### src/rtl/pipe_pkg.sv
// pipe_pkg -- shared definitions for pipeline staging logic.
//   PIPE_PC_W / PIPE_DATA_W : widest PC / instruction payload an entry can carry
//   NOP_WORD_DEFAULT        : instruction presented downstream when no entry is held
//   pipe_entry_t            : one pipeline entry (pc, instr)
package pipe_pkg;

    localparam int PIPE_PC_W   = 32;
    localparam int PIPE_DATA_W = 32;

    localparam logic [PIPE_DATA_W-1:0] NOP_WORD_DEFAULT = '0;

    typedef struct packed {
        logic [PIPE_PC_W-1:0]   pc;
        logic [PIPE_DATA_W-1:0] instr;
    } pipe_entry_t;

endpackage

### src/rtl/sat_counter.sv
// sat_counter -- saturating up-counter with synchronous clear.
//   clk   : rising-edge clock
//   rst_n : asynchronous active-low reset (count returns to 0)
//   inc   : add one this cycle unless already at all-ones
//   clr   : synchronous clear, wins over inc
//   cnt   : current count
module sat_counter #(
    parameter int CNT_W = 16
) (
    input  logic             clk,
    input  logic             rst_n,
    input  logic             inc,
    input  logic             clr,
    output logic [CNT_W-1:0] cnt
);

    logic [CNT_W-1:0] cnt_q;
    logic [CNT_W-1:0] cnt_d;

    always_comb begin
        cnt_d = cnt_q;
        if (clr) begin
            cnt_d = '0;
        end else if (inc && (cnt_q != {CNT_W{1'b1}})) begin
            cnt_d = cnt_q + CNT_W'(1);
        end
    end

    always_ff @(posedge clk or negedge rst_n) begin
        if (!rst_n) begin
            cnt_q <= '0;
        end else begin
            cnt_q <= cnt_d;
        end
    end

    assign cnt = cnt_q;

endmodule

### src/rtl/pipe_skid_stage.sv
// pipe_skid_stage -- two-entry valid/ready pipeline stage (head + skid register).
// The head register drives the outputs; the skid register catches the one entry
// that arrives while the head is stalled, so in_ready can be a pure register.
//   clk, rst_n           : clock, asynchronous active-low reset
//   in_valid/in_ready    : upstream handshake; in_pc/in_instr payload
//   flush                : drop everything held and offered this cycle
//   out_valid/out_ready  : downstream handshake; out_pc/out_instr payload
//   cnt_clr              : synchronous clear of bp_cnt
//   bp_cnt               : saturating count of cycles stalled by downstream
module pipe_skid_stage
    import pipe_pkg::*;
#(
    parameter int                DATA_W   = 32,
    parameter int                PC_W     = 32,
    parameter logic [DATA_W-1:0] NOP_WORD = DATA_W'(NOP_WORD_DEFAULT),
    parameter int                CNT_W    = 16
) (
    input  logic              clk,
    input  logic              rst_n,
    input  logic              in_valid,
    output logic              in_ready,
    input  logic [PC_W-1:0]   in_pc,
    input  logic [DATA_W-1:0] in_instr,
    input  logic              flush,
    output logic              out_valid,
    input  logic              out_ready,
    output logic [PC_W-1:0]   out_pc,
    output logic [DATA_W-1:0] out_instr,
    input  logic              cnt_clr,
    output logic [CNT_W-1:0]  bp_cnt
);

    logic        head_valid_q, head_valid_d;
    logic        skid_valid_q, skid_valid_d;
    pipe_entry_t head_q, head_d;
    pipe_entry_t skid_q, skid_d;
    pipe_entry_t in_entry;
    logic        accept;
    logic        xfer;

    // Payloads narrower than the package entry are zero-extended on entry.
    always_comb begin
        in_entry       = '0;
        in_entry.pc    = PIPE_PC_W'(in_pc);
        in_entry.instr = PIPE_DATA_W'(in_instr);
    end

    // A full skid register is the only reason to refuse input, so in_ready
    // depends on state alone and never on out_ready.
    assign in_ready = ~skid_valid_q;

    assign accept = in_valid & ~skid_valid_q & ~flush;
    assign xfer   = head_valid_q & out_ready & ~flush;

    always_comb begin
        head_d       = head_q;
        skid_d       = skid_q;
        head_valid_d = head_valid_q;
        skid_valid_d = skid_valid_q;
        if (flush) begin
            // Payloads are left alone so out_pc keeps showing the last head PC.
            head_valid_d = 1'b0;
            skid_valid_d = 1'b0;
        end else if (xfer) begin
            if (skid_valid_q) begin
                // accept is impossible here (in_ready is low), so skid just drains.
                head_d       = skid_q;
                skid_valid_d = 1'b0;
            end else if (accept) begin
                head_d = in_entry;
            end else begin
                head_valid_d = 1'b0;
            end
        end else if (accept) begin
            if (head_valid_q) begin
                skid_d       = in_entry;
                skid_valid_d = 1'b1;
            end else begin
                head_d       = in_entry;
                head_valid_d = 1'b1;
            end
        end
    end

    always_ff @(posedge clk or negedge rst_n) begin
        if (!rst_n) begin
            head_valid_q <= 1'b0;
            skid_valid_q <= 1'b0;
            head_q       <= '0;
            skid_q       <= '0;
        end else begin
            head_valid_q <= head_valid_d;
            skid_valid_q <= skid_valid_d;
            head_q       <= head_d;
            skid_q       <= skid_d;
        end
    end

    // flush masks out_valid in the same cycle; this is the only input-to-output path.
    assign out_valid = head_valid_q & ~flush;
    assign out_pc    = head_q.pc[PC_W-1:0];
    assign out_instr = out_valid ? head_q.instr[DATA_W-1:0] : NOP_WORD;

    sat_counter #(
        .CNT_W (CNT_W)
    ) u_bp_cnt (
        .clk   (clk),
        .rst_n (rst_n),
        .inc   (out_valid & ~out_ready),
        .clr   (cnt_clr),
        .cnt   (bp_cnt)
    );

endmodule

### config.mk
export PLATFORM = sky130hd
export DESIGN_NAME = pipe_skid_stage
export DESIGN_NICKNAME = d
export VERILOG_FILES = /design/src/rtl/pipe_pkg.sv /design/src/rtl/sat_counter.sv /design/src/rtl/pipe_skid_stage.sv
export SDC_FILE = /design/constraint.sdc
export NUM_CORES = 1
export LEC_CHECK = 0
export BUFFER_PORTS_ARGS = -buffer_cell sky130_fd_sc_hd__clkbuf_2
export CORE_MARGIN = 2
export CORE_UTILIZATION = 50
export DETAILED_ROUTE_END_ITERATION = 6
export PLACE_DENSITY = 0.81
export SLEW_MARGIN = 20
export SYNTH_ARGS = -nofsm -noshare
export SYNTH_HDL_FRONTEND = slang
export SYNTH_HIERARCHICAL = 1
export SYNTH_SLANG_ARGS = --single-unit
### constraint.sdc
create_clock -name clk -period 1.85 [get_ports clk]
set_clock_uncertainty 0.15 [all_clocks]
set_input_delay 0.37 -clock clk [delete_from_list [all_inputs] [get_ports clk]]
set_output_delay 0.37 -clock clk [all_outputs]
set_load 0.01 [all_outputs]
==> run summary <==
Max Fclk: 500 MHz
Worst-Skew Late Latency: 0.41 ns
minimum clock period: 2.00 ns
Post-Place Setup Slack: -0.183 ns
max_slew headroom: 67.1%
Synthesized Nets: 592
GRT Total Usage: 22.2%
vias in the first global route: 5218
Vias/cell: 5.53
top_reg_cell synth: dfrtp_1
Remaining Overflow, GRT: 0
Register-to-Register Path Depth: 7
commonest non-fill, non-tap cell in the layout: mux2_4
Chip Width: 125 um
critical path class: reg2reg
Avg Synthesized Cell Area: 14.1 um^2
total length of routed wires: 20800 um
Final WS setup: -0.150 ns
measured slew at the worst slew-check pin: 0.493 ns
Antenna diodes: 0
Final GP Congestion: 0.856
antenna violations before repair: 0
outcome: complete, but fails checks
cell area power density: 942 mW/mm^2
Die H: 125 um
synthesized instance count: 521
routed len/inst: 22.6 um
P_sw: 0.00249 W
LEAKAGE: 5.34 nW
Cell Area, Synth: 0.00735 mm^2
largest net degree at the start of global routing: 50
Seq/Total Area, Yosys: 49.7%
Peak VDD IR: 0.681 mV
die area: 0.0157 mm^2
Async SR Flop Fraction: 100%
Hold Vio Cnt, Final: 0
initial detailed-routing violation count: 284
Cells on Worst Hold Path: 2
Core ar.: 0.0144 mm^2
dpl cell area: 0.00833 mm^2
Critical Path End Type: flop
unrepaired setup endpoints after global routing: true
# nets final: 793
Row Count: 44
crit-path max FO: 6
most frequent cells in the layout: mux2_4 (182), clkbuf_2 (149), dfrtp_1 (143)
failing checks: setup timing
Internal: 0.00727 W
CTS Sinks: 146
fin crit share: 108%
Net Sw Frac: 25.5%
ANT nets after route: 0
total power: 0.00976 W
Final Cell Area: 0.0104 mm^2
Max-cap violations: 0
# DRC: 0
initial core utilization: 50.9%
global-route wire length before repair: 27800 um
htree depth: 4
worst hold path class: in2reg
dpl hpwl: 10100 um
Clk pwr share: 34.8%
root buf cell: clkbuf_16
Reg clk slew, reported paths: 0.06 ns
Setup crit start kind: flop
area grow syn2layout: 40.9%
Seq cells post-synth: 146
Post-synth EDFFs: 0
Netlist cell types: 38
CTS tree: built
clk buf depth: 2
io pins: 152
CP required: 2.00 ns
Comb power frac: 21.0%
CP arrival: 2.15 ns
Initial DRT Pass Iterations: 4
fin util: 71.8%
Port Buf Inserts: 151
layout cells sized above 1: 69.9%
max-slew violations: 0
Vias: 5080
CTS Buf Count: 17
part of the power in registers: 44.3%
YS warnings: 6
final setup fails: 150
## per-stage QoR
step                hold slack (ns)  instances  setup TNS [ns]
finish                       0.0571        919          -12.82
global route                 0.0435        919          -18.24
CTS                          0.0336        893           -9.72
detailed placement            0.128        839          -11.05
global placement              0.130        839           -8.98
floorplan                   -0.0756        521         -0.0331
## sequential cells by signal (all words and copies together), names as in the netlist
register and flops:
u_bp_cnt/cnt 16, out_pc 32, head_q 32, skid_q 64, skid_valid_q 1, head_valid_q 1
## cell families (layout without fill, tap and decap cells)
logic type | after synthesis | count (layout) | share of synthesized area [%]
buffers and inverters | 66 | 280 | 6.56
adders and majority gates | 1 | 1 | 0.170
AOI/OAI and AO/OA | 29 | 29 | 2.66
muxes | 197 | 197 | 33.7
DFF | 146 | 146 | 49.7
and+or+nand+nor | 82 | 82 | 7.15
## layer usage
metal / track usage (%) / wire, um / up-vias
li1: - / - / 2238
met1: 29.3 / 9220 / 2665
met2: 37.2 / 10500 / 156
met3: 3.85 / 786 / 21
met4: 7.45 / 245 / 0
met5: 0 / 0 / -
## synth_stat cells (2+ instances only)
cell	instances	area, um^2
mux2_1	4	45.0
and2_1	32	200
or3_1	3	18.8
and4_2	2	20.0
or4_1	5	37.5
buf_6	14	158
buf_2	7	35.0
dfrtp_1	146	3650
nor2b_1	4	25.0
o31ai_1	7	52.6
nand3_1	3	15.0
o21ai_0	2	10.0
inv_1	6	22.5
nand4_1	6	37.5
nor2_1	5	18.8
clkbuf_1	7	26.3
o21ai_1	3	15.0
mux2_4	70	1050
mux2_2	122	1370
nor4_1	4	25.0
nand2b_1	2	12.5
or4_2	2	17.5
buf_4	32	240
nand2_1	6	22.5
a21oi_1	13	65.1
and3_1	2	12.5
## critical path, stage by stage, from the launching register on
cell and delay (ns):
dfrtp_2 0.43, buf_6 0.14, nand4b_1 0.11, buf_6 0.14, buf_12 0.15, clkbuf_16 0.18, mux2_2 0.33, mux2_2 0.26
## final timing paths
path / start / slack [ns] / end
worst max-delay path: head_valid_q$_DFFE_PN0P_ / -0.15 / head_q[27]$_DFFE_PN0P_
worst min-delay path: in_pc[24] / 0.06 / skid_q[56]$_DFFE_PN0P_
worst max register to register: head_valid_q$_DFFE_PN0P_ / -0.15 / head_q[27]$_DFFE_PN0P_
worst min register to register: head_q[24]$_DFFE_PN0P_ / 0.35 / head_q[24]$_DFFE_PN0P_
max in group asynchronous: rst_n / 0.65 / head_q[17]$_DFFE_PN0P_
min in group asynchronous: rst_n / 0.26 / head_q[8]$_DFFE_PN0P_
## final cells by class
type                            count  area [um^2]
Clock inverter                      7         72.6
Multi-Input combinational cell    309         3830
Tap cell                          184          230
Fill cell                         914         4070
Sequential cell                   146         3660
Clock buffer                       25          505
Inverter                            6         31.3
Timing Repair Buffer              242         2030
## power by group through the flow
stage | logic, W | registers [W] | clock network, W
floorplan | 0.00137 | 0.00417 | 0
global placement | 0.00158 | 0.00424 | 0
detailed placement | 0.00166 | 0.00429 | 0
CTS | 0.00178 | 0.00427 | 0.00342
global route | 0.00217 | 0.00439 | 0.00357
finish | 0.00204 | 0.00432 | 0.00339
## what timing repair did
item                                    4_1_cts  5_1_grt
resized for setup                            72      115
pin swaps                                    16        9
cloned                                        5       18
hold buffers                                  2        0
setup buffers                                16        8
hold endpoints to repair                     32        0
endpoints found under the setup margin      112      173
Power figures use the tool's default switching activity.
